[config.mk]
export PLATFORM = sky130hd
export DESIGN_NAME = spiker_spike_collector
export DESIGN_NICKNAME = d
export VERILOG_FILES = /design/src/rtl/spiker_adapter_pkg.sv /design/src/rtl/spiker_sat_counter.sv /design/src/rtl/spiker_spike_collector.sv
export SDC_FILE = /design/constraint.sdc
export NUM_CORES = 2
export LEC_CHECK = 0
export ABC_AREA = 1
export ABC_CLOCK_PERIOD_IN_PS = 2000
export CORE_AREA = 2 2 314 316
export DETAILED_ROUTE_END_ITERATION = 7
export DIE_AREA = 0 0 316 318
export HOLD_SLACK_MARGIN = 0.12
export PLACE_DENSITY_LB_ADDON = 0.12
export SYNTH_ARGS = -nofsm -noshare
export SYNTH_HDL_FRONTEND = slang
export SYNTH_SLANG_ARGS = --single-unit
[constraint.sdc]
create_clock -name clk_i -period 2 [get_ports clk_i]
set_input_delay 0.4 -clock clk_i [delete_from_list [all_inputs] [get_ports clk_i]]
set_output_delay 0.4 -clock clk_i [all_outputs]
set_load 0.02 [all_outputs]
[src/rtl/spiker_adapter_pkg.sv]
// Shared types and widths for the spike collector and spiker_writer.
// Both blocks import this so the packed data width cannot drift.
package spiker_adapter_pkg;

   localparam int N_OUT      = 96;
   localparam int CNT_W      = 8;
   localparam int DATA_WIDTH = N_OUT * CNT_W;
   localparam int STEP_W     = 16;
   localparam int IDX_W      = $clog2(N_OUT);

   localparam int WR_WIDTH = 32;
   localparam int WR_N_REG = DATA_WIDTH / WR_WIDTH;

   typedef enum logic [1:0] {
      IDLE    = 2'd0,
      COLLECT = 2'd1,
      DONE    = 2'd2
   } collector_state_e;

endpackage

[src/rtl/spiker_sat_counter.sv]
// Saturating up-counter with synchronous clear.
// The clear input has priority over the increment input.
module spiker_sat_counter #(
   parameter int CNT_W = 8
) (
   input  logic             clk_i,
   input  logic             rst_ni,
   input  logic             i_clr,
   input  logic             i_inc,
   output logic [CNT_W-1:0] o_cnt
);

   logic [CNT_W-1:0] r_cnt;
   logic [CNT_W:0]   w_sum;

   // The carry out of the widened sum marks the saturation point
   assign w_sum = {1'b0, r_cnt} + {{CNT_W{1'b0}}, 1'b1};

   always_ff @(posedge clk_i or negedge rst_ni) begin
      if (!rst_ni) begin
         r_cnt <= '0;
      end else if (i_clr) begin
         r_cnt <= '0;
      end else if (i_inc && !w_sum[CNT_W]) begin
         r_cnt <= w_sum[CNT_W-1:0];
      end
   end

   assign o_cnt = r_cnt;

endmodule

[src/rtl/spiker_spike_collector.sv]
// Counts output-neuron spikes over a window of timesteps.
// At the end of the window it pulses sample_o with the packed counts on data_o.
module spiker_spike_collector
   import spiker_adapter_pkg::*;
(
   input  logic                  clk_i,
   input  logic                  rst_ni,
   input  logic                  start_i,
   input  logic [STEP_W-1:0]     n_steps_i,
   input  logic                  spike_valid_i,
   input  logic [IDX_W-1:0]      spike_idx_i,
   output logic                  spike_ready_o,
   input  logic                  step_done_i,
   output logic                  busy_o,
   output logic                  sample_o,
   output logic [DATA_WIDTH-1:0] data_o,
   output logic                  idx_err_o
);

   if (DATA_WIDTH != WR_N_REG * WR_WIDTH) begin : g_width_chk
      $error("collector DATA_WIDTH does not match writer width");
   end

   collector_state_e  r_state;
   collector_state_e  w_next;
   logic [STEP_W-1:0] r_steps_q;
   logic [STEP_W-1:0] r_step_cnt;
   logic              r_idx_err;
   logic              w_collect;
   logic              w_accept;
   logic              w_in_range;
   logic              w_inc_en;
   logic              w_last;

   assign w_collect  = (r_state == COLLECT);
   assign w_in_range = ({1'b0, spike_idx_i} < (IDX_W + 1)'(N_OUT));
   assign w_accept   = spike_valid_i && spike_ready_o;
   assign w_inc_en   = w_accept && w_in_range;
   assign w_last     = w_collect && step_done_i &&
                       (r_step_cnt == r_steps_q - STEP_W'(1));

   always_ff @(posedge clk_i or negedge rst_ni) begin
      if (!rst_ni) begin
         r_state <= IDLE;
      end else begin
         r_state <= w_next;
      end
   end

   always_comb begin
      w_next        = r_state;
      spike_ready_o = 1'b0;
      busy_o        = 1'b0;
      sample_o      = 1'b0;
      unique case (r_state)
         IDLE: begin
            w_next = IDLE;
         end
         COLLECT: begin
            busy_o        = 1'b1;
            spike_ready_o = !start_i;
            if (w_last) begin
               w_next = DONE;
            end
         end
         DONE: begin
            sample_o = !start_i;
            w_next   = IDLE;
         end
         default: begin
            w_next = IDLE;
         end
      endcase
      if (start_i) begin
         w_next = COLLECT;
      end
   end

   always_ff @(posedge clk_i or negedge rst_ni) begin
      if (!rst_ni) begin
         r_steps_q  <= '0;
         r_step_cnt <= '0;
         r_idx_err  <= 1'b0;
      end else if (start_i) begin
         r_steps_q  <= (n_steps_i == '0) ? STEP_W'(1) : n_steps_i;
         r_step_cnt <= '0;
         r_idx_err  <= 1'b0;
      end else begin
         if (w_collect && step_done_i) begin
            r_step_cnt <= r_step_cnt + STEP_W'(1);
         end
         if (w_accept && !w_in_range) begin
            r_idx_err <= 1'b1;
         end
      end
   end

   assign idx_err_o = r_idx_err;

   for (genvar k = 0; k < N_OUT; k++) begin : g_cnt
      logic w_inc;
      assign w_inc = w_inc_en && (spike_idx_i == IDX_W'(k));
      spiker_sat_counter #(
         .CNT_W (CNT_W)
      ) u_cnt (
         .clk_i  (clk_i),
         .rst_ni (rst_ni),
         .i_clr  (start_i),
         .i_inc  (w_inc),
         .o_cnt  (data_o[k*CNT_W +: CNT_W])
      );
   end

endmodule
# Yosys cells after proc, flatten, opt, wreduce, memory -nomap -nowiden

Cells that the tools add are included.

Multiplexer cells: 203
$lt $le $gt $ge: 1
Reduce and logical (&&, ||, !) cells: 395
$add $sub $neg: 98
Equality and inequality tests: 99

Operators with widths:

| kind                                                  | number |
|---|---|
| 2-to-1 mux 8 bit                                      | 192 |
| adder 8 x 1 -> 9 bit, second input constant           | 96 |
| equality test 7 x 6 -> 1 bit, second input constant   | 32 |
| equality test 7 bit, second input constant            | 32 |
| logical AND 1 bit                                     | 197 |
| nonzero test 2 bit                                    | 98 |
| equality test 7 x 5 -> 1 bit, second input constant   | 16 |
| logical NOT 1 bit                                     | 98 |
| equality test 7 x 4 -> 1 bit, second input constant   | 8 |
| 2-to-1 mux 16 bit                                     | 3 |
| equality test 7 x 3 -> 1 bit, second input constant   | 4 |
| adder 16 x 1 -> 16 bit, second input constant         | 1 |
| equality test 16 bit                                  | 1 |
| logical NOT 16 bit                                    | 1 |
| subtractor 16 x 1 -> 16 bit, second input constant    | 1 |
| equality test 7 x 2 -> 1 bit, second input constant   | 2 |
| equality test 7 x 1 -> 1 bit, second input constant   | 1 |
| logical NOT 7 bit                                     | 1 |
| < comparator 7 bit, second input constant             | 1 |
| 2-to-1 mux 2 bit                                      | 3 |
| 2-to-1 mux 1 bit                                      | 5 |
| inequality test 3 x 2 -> 1 bit, second input constant | 1 |
| equality test 2 x 1 -> 1 bit, second input constant   | 1 |
| equality test 2 bit, second input constant            | 1 |

Logic and storage cells: 896
Bits in registers: 803

# Logic depth before layout (Yosys ltp)

Depth in word-level cells: 8
Mapped depth: 13

# By module

Synthesis repeated with hierarchy kept, for this count alone.

Cell total of the unflattened synthesis: 7582
Area, all modules: 55100.3 um^2

By module, submodules not included:

| module                 | area an instance (um^2) | cells each | seq. area each (um^2) | times used |
|---|---|---|---|---|
| spiker_sat_counter     | 544.3                   | 74         | 200.2                 | 96 |
| spiker_spike_collector | 2850.2                  | 478        | 875.8                 | 1 |

# Least setup slack after synthesis

Ideal clock, no wire load.

Path kind: input port to flip-flop
Start point: input port start_i
End point: register g_cnt[47].u_cnt.r_cnt[6]
Arrival: 1809 ps
Stages: 10
Setup time: 119 ps
Slack: 72 ps
Required time: 1881 ps
Path through: buf_2 -> nor2_4 -> nand2_4 -> nor2_1 -> nand2_1 -> nor2_2 -> nand2_1 -> nand2_1 -> o21ai_0 -> o21a_1

Word-level cells in the longest chain between the ends: 7

Ends and longest elaborated chain:

| item                         | RTL line                      | text |
|---|---|---|
| start, declared              | spiker_spike_collector.sv:8   | `input logic start_i,` |
| logical NOT 1 bit            | spiker_spike_collector.sv:61  | `spike_ready_o = !start_i;` |
| 2-to-1 mux 1 bit             | spiker_spike_collector.sv:55  | `unique case (r_state)` |
| net spike_ready_o            | spiker_spike_collector.sv:12  | `output logic spike_ready_o,` |
| logical AND 1 bit            | spiker_spike_collector.sv:37  | `assign w_accept = spike_valid_i && spike_ready_o;` |
| logical AND 1 bit            | spiker_spike_collector.sv:38  | `assign w_inc_en = w_accept && w_in_range;` |
| logical AND 1 bit            | spiker_spike_collector.sv:102 | `assign w_inc = w_inc_en && (spike_idx_i == IDX_W'(k));` |
| logical AND 1 bit            | spiker_sat_counter.sv:24      | `end else if (i_inc && !w_sum[CNT_W]) begin` |
| nonzero test 2 bit (no line) | n/a                           |  |
| end signal, assigned         | spiker_sat_counter.sv:25      | `r_cnt <= w_sum[CNT_W-1:0];` |
| end, declared                | spiker_sat_counter.sv:13      | `logic [CNT_W-1:0] r_cnt;` |

The timed path passes the listed nets, and every way through them passes these cells.
A chain may end at the register's enable or synchronous reset.

# Final worst setup path

Start point: register r_state[1]
End point: register g_cnt[20].u_cnt.r_cnt[2]

Word-level cells in the longest chain between the ends: 7

Ends and longest elaborated chain:

| item                         | RTL line                      | text |
|---|---|---|
| start, declared              | spiker_spike_collector.sv:24  | `collector_state_e r_state;` |
| start signal, assigned       | spiker_spike_collector.sv:46  | `r_state <= w_next;` |
| equality test 2 x 1 -> 1 bit | spiker_spike_collector.sv:55  |  |
| 2-to-1 mux 1 bit             | spiker_spike_collector.sv:55  |  |
| logical AND 1 bit            | spiker_spike_collector.sv:37  |  |
| logical AND 1 bit            | spiker_spike_collector.sv:38  |  |
| logical AND 1 bit            | spiker_spike_collector.sv:102 |  |
| logical AND 1 bit            | spiker_sat_counter.sv:24      |  |
| nonzero test 2 bit (no line) | n/a                           |  |
| end signal, assigned         | spiker_sat_counter.sv:25      |  |
| end, declared                | spiker_sat_counter.sv:13      |  |

Every way passes these cells.

==> impl_results.md <==
* Status: finished, violations left
* Violated checks: negative setup slack
* Vias/cell at approximately 5.3
* CTS Sinks at between 800 and 900
* Largest cells by area after synthesis: dfrtp_1, nand2_1, inv_1
* Period minus WS final at 2.07 ns
* Power Dens Cells at just over 600 nW/um^2
* Worst R2R Setup Slack at -0.07 ns
* Die width at between 300 and 400 um
* Clock latency on the worst-skew pair at 0.69 ns
* Routability cong. at roughly 0.92
* Area growth syn-to-layout at 43.1%
* Filler cells at around 8,400
* Starting density of the core at between 40% and 50%
* Post-synth cell types at between 40 and 50
* Post-Syn Instances at approximately 5,700
* Critical path type: flop to flop
* Nets at between 7,000 and 8,000
* Post-route DRC at 0
* Final setup viols at 33
* DP Wirelength at roughly 110,000 um
* #FFs+latches synth at between 800 and 900
* Crit-path max FO at 5
* Pin count of the biggest net entering global routing at roughly 120
* Critical Path Start Type: flop
* CTS Buf Count at 94
* Synth top cells by count: nand2_1, inv_1, dfrtp_1, nor2_1, o21ai_0
* Pre-antenna DRT Iters at 5
* RSZ-0062 raised after global routing: yes
* Final worst slack at -0.0722 ns
* Final setup skew at between 0.015 and 0.02 ns
* Rel. slew slack at 45.3%
* Routed via count at roughly 44,000
* Sequential area share after synthesis at between 40 and 50%
* Req. time, crit path at 2.56 ns
* Worst EP arrival at 2.63 ns
* Slew @ Worst Pin at approximately 0.82 ns
* Initial antenna violation count at 4
* First-pass GRT wire length at ~230,000 um
* H-tree Lvls at 3
* Slew Limit Fails at 0
* Crit share post-route at 104%
* Placed insts at roughly 8,000
* Yosys warning count at 0
* WL final at roughly 160,000 um
* Worst setup EP type: flop
* Vias in the first global route at around 41,000
* Post-synthesis async set-or-reset flop share at 100%
* HP Class: primary input to asynchronous set/reset pin
* Leakage at 30.4 nW
* Hold Vio Cnt, Final at 0
* Fin util at 64.1%
* Setup TNS at -0.900 ns
* IO Pins at 800
* CTS tree: built
* Max clock buf depth at 3
* Worst vdd ir at between 0.6 and 0.7 mV
* Post-route ant nets at 0
* Post-synth design cell area at about 44,000 um^2
* Drt wl/cell at between 15 and 20 um
* Area share of the leading cell type in the synthesized netlist at a little under half
* Total core area at around 100,000 um^2
* Top_reg_cell synth: dfrtp_1
* Port bufs at 799
* Layout Cells excl Fill at approximately 8,300
* # rows at between 100 and 150
* CTS root buf: clkbuf_16
* Max-Cap Viols at 0
* Post-Syn Nets at about 5,800
* Layout cells sized above 1 at 17.3%
* Gr ovfl total at 0
* Fmax at about 480 MHz
* Cell with the most instances after synthesis: nand2_1
* Mean Syn Cell Area at 7.66 um^2
* Clock slew at reported path FFs at 0.06 ns
* Die Area at 100,000 um^2
* Initial DRC Count at approximately 3,100
* Top cell type by total area after synthesis: dfrtp_1
* Die H at 318 um
* Post-synth EDFFs at 0
* Overall routing resource usage at between 20% and 30%
-- flip-flops by register name, indices dropped and copies added, names as in the netlist --
name	cells
r_steps_q	16
r_step_cnt	16
g_cnt.u_cnt.o_cnt	768
idx_err_o	1
r_state	2
-- metrics by stage --
step / hold WS, ns / total power [W] / instance area [um^2] / setup WS [ns]
after CTS: 0.210 / 0.0380 / 59400 / -0.116
after global placement: 0.348 / 0.0202 / 56000 / -0.851
after global routing: 0.243 / 0.0392 / 62500 / -0.196
after floorplan: 0.104 / 0.0185 / 43600 / 0.0721
after detailed placement: 0.349 / 0.0203 / 56000 / -0.880
final: 0.266 / 0.0379 / 62500 / -0.0722
-- critical path, stage by stage (launching register included) --
cell and delay, ns:
dfrtp_1 0.37, inv_2 0.08, buf_6 0.10, nand3_4 0.07, nor2_4 0.11, buf_12 0.12, nand2_8 0.06, buf_12 0.15
nor2_4 0.17, buf_6 0.16, inv_4 0.06, nor2_4 0.14, buf_4 0.12, nand2_1 0.06, o21ai_1 0.13, a21oi_1 0.05
-- cell type report --
class                   count  area [um^2]  share of cell area, %
repair buffers           1231        11700                   18.7
diodes                      2         5.00                0.00801
multi-input cells        3885        22600                   36.1
well taps                1287         1610                   2.58
clock buffers             136         2790                   4.47
inverters                 886         3360                   5.38
clock inverters            27          355                  0.569
flip-flops and latches    803        20100                   32.2
-- report_power, final --
part,total (W),switching [W],internal [W],leakage [nW]
Combinational,0.00334,0.00224,0.00109,17.7
Sequential,0.0168,0.000278,0.0165,11.1
Clock,0.0178,0.00712,0.0107,1.56
-- worst paths after layout --
path                                          startpoint                       end  cells past startpoint
worst max-delay path                          r_state[1]  g_cnt[20].u_cnt.o_cnt[2]                     15
worst min-delay path                              rst_ni  g_cnt[43].u_cnt.o_cnt[5]                      2
worst max register to register                r_state[1]  g_cnt[20].u_cnt.o_cnt[2]                     15
worst min register to register  g_cnt[56].u_cnt.o_cnt[7]  g_cnt[56].u_cnt.o_cnt[7]                      1
max in group asynchronous                         rst_ni  g_cnt[35].u_cnt.o_cnt[2]                      4
min in group clk_i                               start_i                 idx_err_o                      5
-- what timing repair did --
action | CTS | global route
gates cloned | 2 | 7
hold buffers | 2 | 0
buffers inserted | 23 | 68
setup endpoints to repair | 1117 | 688
gates resized for setup | 1050 | 768
pin swaps | 39 | 151
hold endpoints to repair | 684 | 0
-- routing by layer --
layer	global-route usage (%)	vias to the layer above	part of all wire [%]
li1	-	21049	-
met1	36.9	20905	40
met2	47.5	1329	47
met3	7.30	377	7.3
met4	15.7	6	5.9
met5	0	-	0.019
-- layout by cell type, fill, tap and decap left out, drive strengths merged, types with 16 or more instances in the layout --
cell type	n
nand2	1217
inv	890
dfrtp	803
dlygate4sd2	727
nor2	679
o21ai	435
buf	432
nand3	403
nor3	267
a21oi	248
nand4	201
clkbuf	146
xor2	123
ha	98
o31ai	51
a211oi	36
clkdlybuf4s15	35
o21a	29
nor4	27
clkdlybuf4s50	25
a22oi	17
a31oi	16
-- kinds of logic after synthesis --
| logic type | share of synthesized area [%] |
|---|---|
| fa+ha+maj | 2.81 |
| xor+xnor | 2.67 |
| buf+inv | 8.96 |
| flops | 46.0 |
| compound gates | 10.5 |
| simple gates | 29.0 |
(Power assumes the default switching activity.)
